[src/rtl/serial_add_ctrl_if.sv]
// -----------------------------------------------------------------------------
// serial_add_ctrl_if
// Parallel request/response bundle between a requester and serial_add_ctrl.
//   start   : request, sampled by the sequencer only while idle
//   a, b    : operands, captured when start is accepted
//   cin     : carry-in, captured when start is accepted
//   busy    : sequencer is shifting or signalling completion
//   done    : one-cycle completion pulse
//   sum     : parallel result, held until the next completion
//   cout    : final carry-out, held with sum
//   bit_idx : index of the bit currently being added (0 when not shifting)
// master = requester side, slave = sequencer side.
// -----------------------------------------------------------------------------
interface serial_add_ctrl_if #(
   parameter int WIDTH = 4
);
   localparam int CNT_W = $clog2(WIDTH);

   logic             start;
   logic [WIDTH-1:0] a;
   logic [WIDTH-1:0] b;
   logic             cin;
   logic             busy;
   logic             done;
   logic [WIDTH-1:0] sum;
   logic             cout;
   logic [CNT_W-1:0] bit_idx;

   modport master (
      output start, a, b, cin,
      input  busy, done, sum, cout, bit_idx
   );

   modport slave (
      input  start, a, b, cin,
      output busy, done, sum, cout, bit_idx
   );
endinterface

[src/rtl/serial_add_ctrl.sv]
// -----------------------------------------------------------------------------
// serial_add_ctrl
// Sequencer for a bit-serial adder. Operands accepted on the parallel bus are
// shifted LSB-first into an external combinational full adder, one bit per
// clock. The running carry is held in carry_q, the serial sum bits are
// reassembled into a parallel result, and completion is flagged with a
// one-cycle done pulse.
// Ports:
//   clk      : system clock, rising edge
//   rst_n    : asynchronous active-low reset
//   bus      : parallel request/response bundle (slave side)
//   fa_a     : serial bit of A to the full adder
//   fa_b     : serial bit of B to the full adder
//   fa_cin   : registered carry to the full adder
//   fa_sum   : full-adder sum bit
//   fa_carry : full-adder carry bit
// -----------------------------------------------------------------------------
module serial_add_ctrl #(
   parameter int WIDTH = 4
) (
   input  logic              clk,
   input  logic              rst_n,
   serial_add_ctrl_if.slave  bus,
   output logic              fa_a,
   output logic              fa_b,
   output logic              fa_cin,
   input  logic              fa_sum,
   input  logic              fa_carry
);
   localparam int CNT_W = $clog2(WIDTH);
   localparam logic [CNT_W-1:0] LAST_BIT = CNT_W'(WIDTH - 1);

   typedef enum logic [1:0] {
      S_IDLE  = 2'd0,
      S_SHIFT = 2'd1,
      S_DONE  = 2'd2
   } state_t;

   state_t           state_q;
   state_t           state_d;

   logic [WIDTH-1:0] a_sh;
   logic [WIDTH-1:0] b_sh;
   logic [WIDTH-1:0] res_sh;
   logic             carry_q;
   logic [CNT_W-1:0] cnt;
   logic [WIDTH-1:0] sum_q;
   logic             cout_q;

   // The bit entering the result on this edge; also the MSB of the final sum.
   logic [WIDTH-1:0] res_next;
   assign res_next = {fa_sum, res_sh[WIDTH-1:1]};

   assign bus.sum  = sum_q;
   assign bus.cout = cout_q;

   // State register
   always_ff @(posedge clk or negedge rst_n) begin
      if (!rst_n) begin
         state_q <= S_IDLE;
      end else begin
         state_q <= state_d;
      end
   end

   // Next-state and Moore outputs; the full adder is only driven in SHIFT
   always_comb begin
      state_d     = state_q;
      bus.busy    = 1'b0;
      bus.done    = 1'b0;
      bus.bit_idx = '0;
      fa_a        = 1'b0;
      fa_b        = 1'b0;
      fa_cin      = 1'b0;
      case (state_q)
         S_IDLE: begin
            if (bus.start) begin
               state_d = S_SHIFT;
            end
         end
         S_SHIFT: begin
            bus.busy    = 1'b1;
            bus.bit_idx = cnt;
            fa_a        = a_sh[0];
            fa_b        = b_sh[0];
            fa_cin      = carry_q;
            if (cnt == LAST_BIT) begin
               state_d = S_DONE;
            end
         end
         S_DONE: begin
            bus.busy = 1'b1;
            bus.done = 1'b1;
            state_d  = S_IDLE;
         end
         default: begin
            state_d = S_IDLE;
         end
      endcase
   end

   // Operand capture, serial shifting and result assembly
   always_ff @(posedge clk or negedge rst_n) begin
      if (!rst_n) begin
         a_sh    <= '0;
         b_sh    <= '0;
         res_sh  <= '0;
         carry_q <= 1'b0;
         cnt     <= '0;
         sum_q   <= '0;
         cout_q  <= 1'b0;
      end else begin
         case (state_q)
            S_IDLE: begin
               if (bus.start) begin
                  a_sh    <= bus.a;
                  b_sh    <= bus.b;
                  carry_q <= bus.cin;
                  cnt     <= '0;
               end
            end
            S_SHIFT: begin
               a_sh    <= a_sh >> 1;
               b_sh    <= b_sh >> 1;
               res_sh  <= res_next;
               carry_q <= fa_carry;
               cnt     <= cnt + CNT_W'(1);
               // Publish on the last bit so sum/cout change only at completion.
               if (cnt == LAST_BIT) begin
                  sum_q  <= res_next;
                  cout_q <= fa_carry;
               end
            end
            default: begin
            end
         endcase
      end
   end
endmodule
[src/flat_wrapper.sv]
// flat-port wrapper written by rule: the top's interface ports become plain ports
module serial_add_ctrl_flat 
#(
   parameter int WIDTH = 4
)
  (clk, rst_n, fa_a, fa_b, fa_cin, fa_sum, fa_carry, bus_start, bus_a, bus_b, bus_cin, bus_busy, bus_done, bus_sum, bus_cout, bus_bit_idx);
  serial_add_ctrl_if #(.WIDTH(WIDTH)) bus_i ();
  input  logic clk;
  input  logic rst_n;
  output logic fa_a;
  output logic fa_b;
  output logic fa_cin;
  input  logic fa_sum;
  input  logic fa_carry;
  input wire logic [$bits(bus_i.start)-1:0] bus_start;
  input wire logic [$bits(bus_i.a)-1:0] bus_a;
  input wire logic [$bits(bus_i.b)-1:0] bus_b;
  input wire logic [$bits(bus_i.cin)-1:0] bus_cin;
  output wire logic [$bits(bus_i.busy)-1:0] bus_busy;
  output wire logic [$bits(bus_i.done)-1:0] bus_done;
  output wire logic [$bits(bus_i.sum)-1:0] bus_sum;
  output wire logic [$bits(bus_i.cout)-1:0] bus_cout;
  output wire logic [$bits(bus_i.bit_idx)-1:0] bus_bit_idx;
  assign bus_i.start = bus_start;
  assign bus_i.a = bus_a;
  assign bus_i.b = bus_b;
  assign bus_i.cin = bus_cin;
  assign bus_busy = bus_i.busy;
  assign bus_done = bus_i.done;
  assign bus_sum = bus_i.sum;
  assign bus_cout = bus_i.cout;
  assign bus_bit_idx = bus_i.bit_idx;
  serial_add_ctrl #(.WIDTH(WIDTH)) u_core (.clk(clk), .rst_n(rst_n), .bus(bus_i), .fa_a(fa_a), .fa_b(fa_b), .fa_cin(fa_cin), .fa_sum(fa_sum), .fa_carry(fa_carry));
endmodule
[config.mk]
export PLATFORM = sky130hd
export DESIGN_NAME = serial_add_ctrl_flat
export DESIGN_NICKNAME = d
export VERILOG_FILES = /design/src/rtl/serial_add_ctrl_if.sv /design/src/rtl/serial_add_ctrl.sv /design/src/flat_wrapper.sv
export SDC_FILE = /design/constraint.sdc
export NUM_CORES = 1
export LEC_CHECK = 0
export CAP_MARGIN = 20
export CORE_ASPECT_RATIO = 0.8
export CORE_UTILIZATION = 45
export DETAILED_ROUTE_END_ITERATION = 16
export GPL_TIMING_DRIVEN = 0
export MAX_ROUTING_LAYER = met4
export PLACE_DENSITY = 0.83
export SETUP_SLACK_MARGIN = 0.3
export SYNTH_ARGS = -nofsm -noshare
export SYNTH_HDL_FRONTEND = slang
export SYNTH_SLANG_ARGS = --single-unit
[constraint.sdc]
create_clock -name clk -period 1.94 [get_ports clk]
set_input_delay 0.388 -clock clk [delete_from_list [all_inputs] [get_ports clk]]
set_output_delay 0.388 -clock clk [all_outputs]
set_load 0.01 [all_outputs]
Word level (Yosys, flattened, before mapping)
Index checks and enable logic that the tools add are counted.

Bits in registers: 22. Input port bits: 14. Logic and storage cells: 37.

Add/sub/neg operators: 1. Equal/unequal tests: 5. Multiplexer cells: 17. Reduce and logical (&&, ||, !) cells: 6.

Operators by type and width (count): $pmux W4 S2 (2); $mux W2 (4); $mux W4 (2); $pmux W2 S2 (2); $mux W1 (6); $reduce_and A2 Y1 (3); $eq A2 B2 Y1 const B (2); $add A2 B1 Y2 const B (1); $eq A2 B1 Y1 const B (1); $logic_not A2 Y1 (1); $ne A2 B1 Y1 const B (1); $ne A2 B2 Y1 const B (1); $pmux W1 S2 (1); $reduce_bool A2 Y1 (1); $reduce_or A2 Y1 (1).

Depth between registers and ports, before layout
Word-level depth: 3. Mapped depth: 6. Mapped depth without buffers: 5.

Worst setup path after synthesis
OpenSTA, ideal clock, no wires.

Kind: register -> register. From: reg u_core.state_q[0]. To: reg u_core.cnt[0]. Library setup time: 0.125 ns. Arrival time: 1.300 ns. Data required time: 1.815 ns. Slack: 0.516 ns. Cell stages (with the launch flop): 7. Buffers on the path: 1. Cells stage by stage: dfrtp_1 -> inv_1 -> ha_1 -> nand2b_4 -> and2_1 -> buf_6 -> mux2_2.

Cells in the longest elaborated chain, start to end: 3.

Ends and longest elaborated chain: start, declared (line serial_add_ctrl.sv:39) `state_t state_q;`; start signal, assigned (line serial_add_ctrl.sv:62) `state_q <= state_d;`; $eq A2 B1 Y1 / $logic_not A2 Y1 (equally long branches) (line serial_add_ctrl.sv:113) `case (state_q)`; $reduce_bool A2 Y1 (no line) / $ne A2 B2 Y1 (equally long branches); $reduce_and A2 Y1 (no line); end signal, assigned (line serial_add_ctrl.sv:127) `cnt <= cnt + CNT_W'(1);`; end, declared (line serial_add_ctrl.sv:46) `logic [CNT_W-1:0] cnt;`.

Parallel ways exist; a longest one is shown, timed or not. A chain may end at the register's enable or synchronous reset.

Worst setup path in the final report
From: reg u_core.state_q[0]. To: out bus_busy.

Cells in the longest elaborated chain, start to end: 3.

Ends and longest elaborated chain: $eq A2 B2 Y1 / $eq A2 B1 Y1 (equally long branches) (line serial_add_ctrl.sv:75) `case (state_q)`; $reduce_or A2 Y1 (no line) (*); $mux W1 (*) (line serial_add_ctrl.sv:75); end, declared (line flat_wrapper.sv:19) `output wire logic [$bits(bus_i.busy)-1:0] bus_busy;`.

Every way passes the cells marked *; elsewhere a longest branch is shown, timed or not.

==> results_dict.tcl <==
set metrics [dict create \
    buffer_type_at_the_clock_tree_root "sky130_fd_sc_hd__clkbuf_4" \
    synth_largest_area_cell "sky130_fd_sc_hd__dfrtp_1" \
    outcome "completed" \
    cp_num_cells 5 \
    track_usage 0.208 \
    yosys_most_used_dff "sky130_fd_sc_hd__dfrtp_1" \
    tritoncts "built" \
    avgRoutedWirePerCell_um 15.4 \
    worst_hold_path.num_cells 1 \
    cp_data_required_time_ns 1.55 \
    drt_drc_violations_left 0 \
    gr-total-overflow 0 \
    totalWireLength_um 2360 \
    synth_top_cells_by_area "sky130_fd_sc_hd__dfrtp_1 (49%), sky130_fd_sc_hd__mux2_2 (9.5%), sky130_fd_sc_hd__ha_1 (5.8%)" \
    proportion_of_synthesized_chip_area_in_sequential_cells 0.491 \
    synthesized_net_count 110 \
    critPathMaxStageDelay_ns 0.44 \
    worstPathBufferInverterCount 4 \
    drt_iter0_markers 18 \
    core_sq_um 2200 \
    vias_per_cell 5.37 \
    timing.max_cap.violations 0 \
    yosysTopAreaCellShare 0.491 \
    gp_congestion 0.793 \
    crit_arrival_ns 1.33 \
    place_hpwl_um 1640 \
    average_cell_area_after_synthesis_sq_um 11.8 \
    dieArea_sq_um 2580 \
    finalMaxSlewViolations 0 \
    syn_to_final_growth_pct 42.8 \
    final.min_clock_period_ns 1.72 \
    netlist_top_cells_count "sky130_fd_sc_hd__dfrtp_1 (21), sky130_fd_sc_hd__mux2_2 (9), sky130_fd_sc_hd__inv_1 (8), sky130_fd_sc_hd__and2_1 (6), sky130_fd_sc_hd__o22ai_1 (6)" \
    vias 821 \
    worst_clock_skew_ns 0.00580 \
    crit_path_end_kind "output port" \
    num-fill-cells 169 \
    drt-pass1-iter-count 4 \
    clk_latency_ns 0.30 \
    grt_pass1_wl_um 3860 \
    ys_seq_elements 21 \
    cp_max_fo 2 \
    placementRows 15 \
    critPathLaunchType "flip-flop" \
    synth_most_common_cell "sky130_fd_sc_hd__dfrtp_1" \
    critPathTopFamily "flip-flops" \
    final_core_util 0.696 \
    max-slew-margin-rel 0.374 \
    worst_slew_pin_slew_ns 0.935 \
    grt_pass1_vias 799 \
    maximum_number_of_pins_on_one_net_before_global_route_repair 22 \
    chipWidth_um 56.5 \
    async_flop_share 1.00 \
    path_clk_slew_ns 0.12 \
    numClockSinks 21 \
    power_density_nw_per_um2 1640 \
    rsz0062_at_grt "true" \
    finalSetupViolCount 0 \
    power.leakage_uw 0.000709 \
    io_buffers 25 \
    boundaryPins 26 \
    antenna_cells_inserted 0 \
    cts_buffer_depth 2 \
    synth_warnings 0 \
    cp_slowest_cell "sky130_fd_sc_hd__dfrtp_1" \
    inserted_clock_buffers 3 \
    worstSetupPathType "flip-flop to output port" \
    fin_crit_sh 0.887 \
    start_util 0.487 \
    max_freq_mhz 581 \
    synth_edf_count 0 \
    yosysUniqueCellTypes 22 \
    path_common_cell "sky130_fd_sc_hd__buf_6" \
    max-vdd-ir-drop_mv 1.07 \
    synth_area_sq_um 1070 \
    layout-drive-gt1-share 0.414 \
    hold_path_class "flip-flop to flip-flop" \
    layout.nets 148 \
    fp.dieH_um 45.6 \
    crit_path_cell_trace "buf_6, buf_6, inv_4, ha_4, buf_6" \
    htree_num_levels 1 \
    final_hold_vios 0 \
    synthesis.instances 91 \
    hold-worst-slack_ns 0.518 \
    ant_nets 0 \
    antenna_found_initial 0 \
    worst_reg_to_reg_cells 7 \
]
==> power by group <==
group | switching, uW | internal (uW)
registers | 146 | 651
logic | 647 | 858
clock network | 132 | 76.8
==> cell usage in the layout, fill, tap and decap left out, types with 4 or more instances in the layout <==
master,count
sky130_fd_sc_hd__dfrtp_1,21
sky130_fd_sc_hd__clkdlybuf4s50_1,15
sky130_fd_sc_hd__buf_6,11
sky130_fd_sc_hd__mux2_2,9
sky130_fd_sc_hd__o22ai_1,6
sky130_fd_sc_hd__inv_1,5
sky130_fd_sc_hd__and2_4,4
sky130_fd_sc_hd__buf_4,4
sky130_fd_sc_hd__nor2_1,4
sky130_fd_sc_hd__a221oi_2,4
sky130_fd_sc_hd__clkbuf_4,4
==> per-stage QoR <==
stage | total power (uW) | cell area, sq um | TNS (ns) | setup slack (ns) | instances
after floorplan | 1570 | 1070 | 0 | 0.516 | 91
after global placement | 1930 | 1350 | -0.496 | -0.112 | 141
after detailed placement | 2000 | 1350 | -0.650 | -0.138 | 141
after CTS | 2340 | 1440 | 0 | 0.136 | 151
after global routing | 2690 | 1530 | 0 | 0.171 | 153
final | 2510 | 1530 | 0 | 0.219 | 153
==> repair_timing <==
item / 4_1_cts / 5_1_grt
cloned: 1 / 0
setup endpoints to repair: 7 / 28
gates resized for setup: 40 / 24
pin swaps: 2 / 2
hold buffers: 0 / 0
buffers inserted: 5 / 2
==> state kept, by name (all words and copies together) (netlist names) <==
register	cells
u_core.a_sh	4
u_core.carry_q	1
u_core.b_sh	4
u_core.res_sh	3
u_core.bus.cout	1
u_core.cnt	2
u_core.state_q	2
u_core.bus.sum	4
==> cells by family after synthesis <==
kind of cell,synth area share
AND/OR/NAND/NOR,0.111
AO/OA/AOI/OAI,0.179
flip-flops,0.491
multiplexers,0.104
adder cells (fa/ha/maj),0.0585
buffers and inverters,0.0561
==> routing by layer <==
| layer | wire length, um | global-route usage |
|---|---|---|
| met5 | 0 | - |
| met4 | 40 | 0.0878 |
| met3 | 62 | 0.0256 |
| met2 | 1150 | 0.313 |
| met1 | 1110 | 0.288 |
==> area by class of cell <==
| class | count | area [sq um] | share of cell area |
|---|---|---|---|
| Buffer | 5 | 50.0 | 0.0328 |
| Clock buffer | 3 | 22.5 | 0.0147 |
| Clock inverter | 1 | 5.00 | 0.00328 |
| Inverter | 8 | 36.3 | 0.0238 |
| Multi-Input combinational cell | 57 | 528 | 0.346 |
| Sequential cell | 21 | 526 | 0.344 |
| Tap cell | 25 | 31.3 | 0.0205 |
| Timing Repair Buffer | 33 | 329 | 0.215 |
==> final timing paths <==
kind	from	endpoint	slack, ns
setup / recovery	u_core.state_q[0]$_DFFE_PN0P_	bus_busy	0.22
hold / removal	u_core.bus.sum[3]$_DFFE_PN0P_	u_core.bus.sum[3]$_DFFE_PN0P_	0.52
setup reg to reg	u_core.state_q[0]$_DFFE_PN0P_	u_core.b_sh[2]$_DFFE_PN0P_	0.25
hold reg to reg	u_core.bus.sum[3]$_DFFE_PN0P_	u_core.bus.sum[3]$_DFFE_PN0P_	0.52
max in group asynchronous	rst_n	u_core.a_sh[2]$_DFFE_PN0P_	0.78
min in group asynchronous	rst_n	u_core.res_sh[1]$_DFFE_PN0N_	0.59
(Power assumes the default switching activity.)
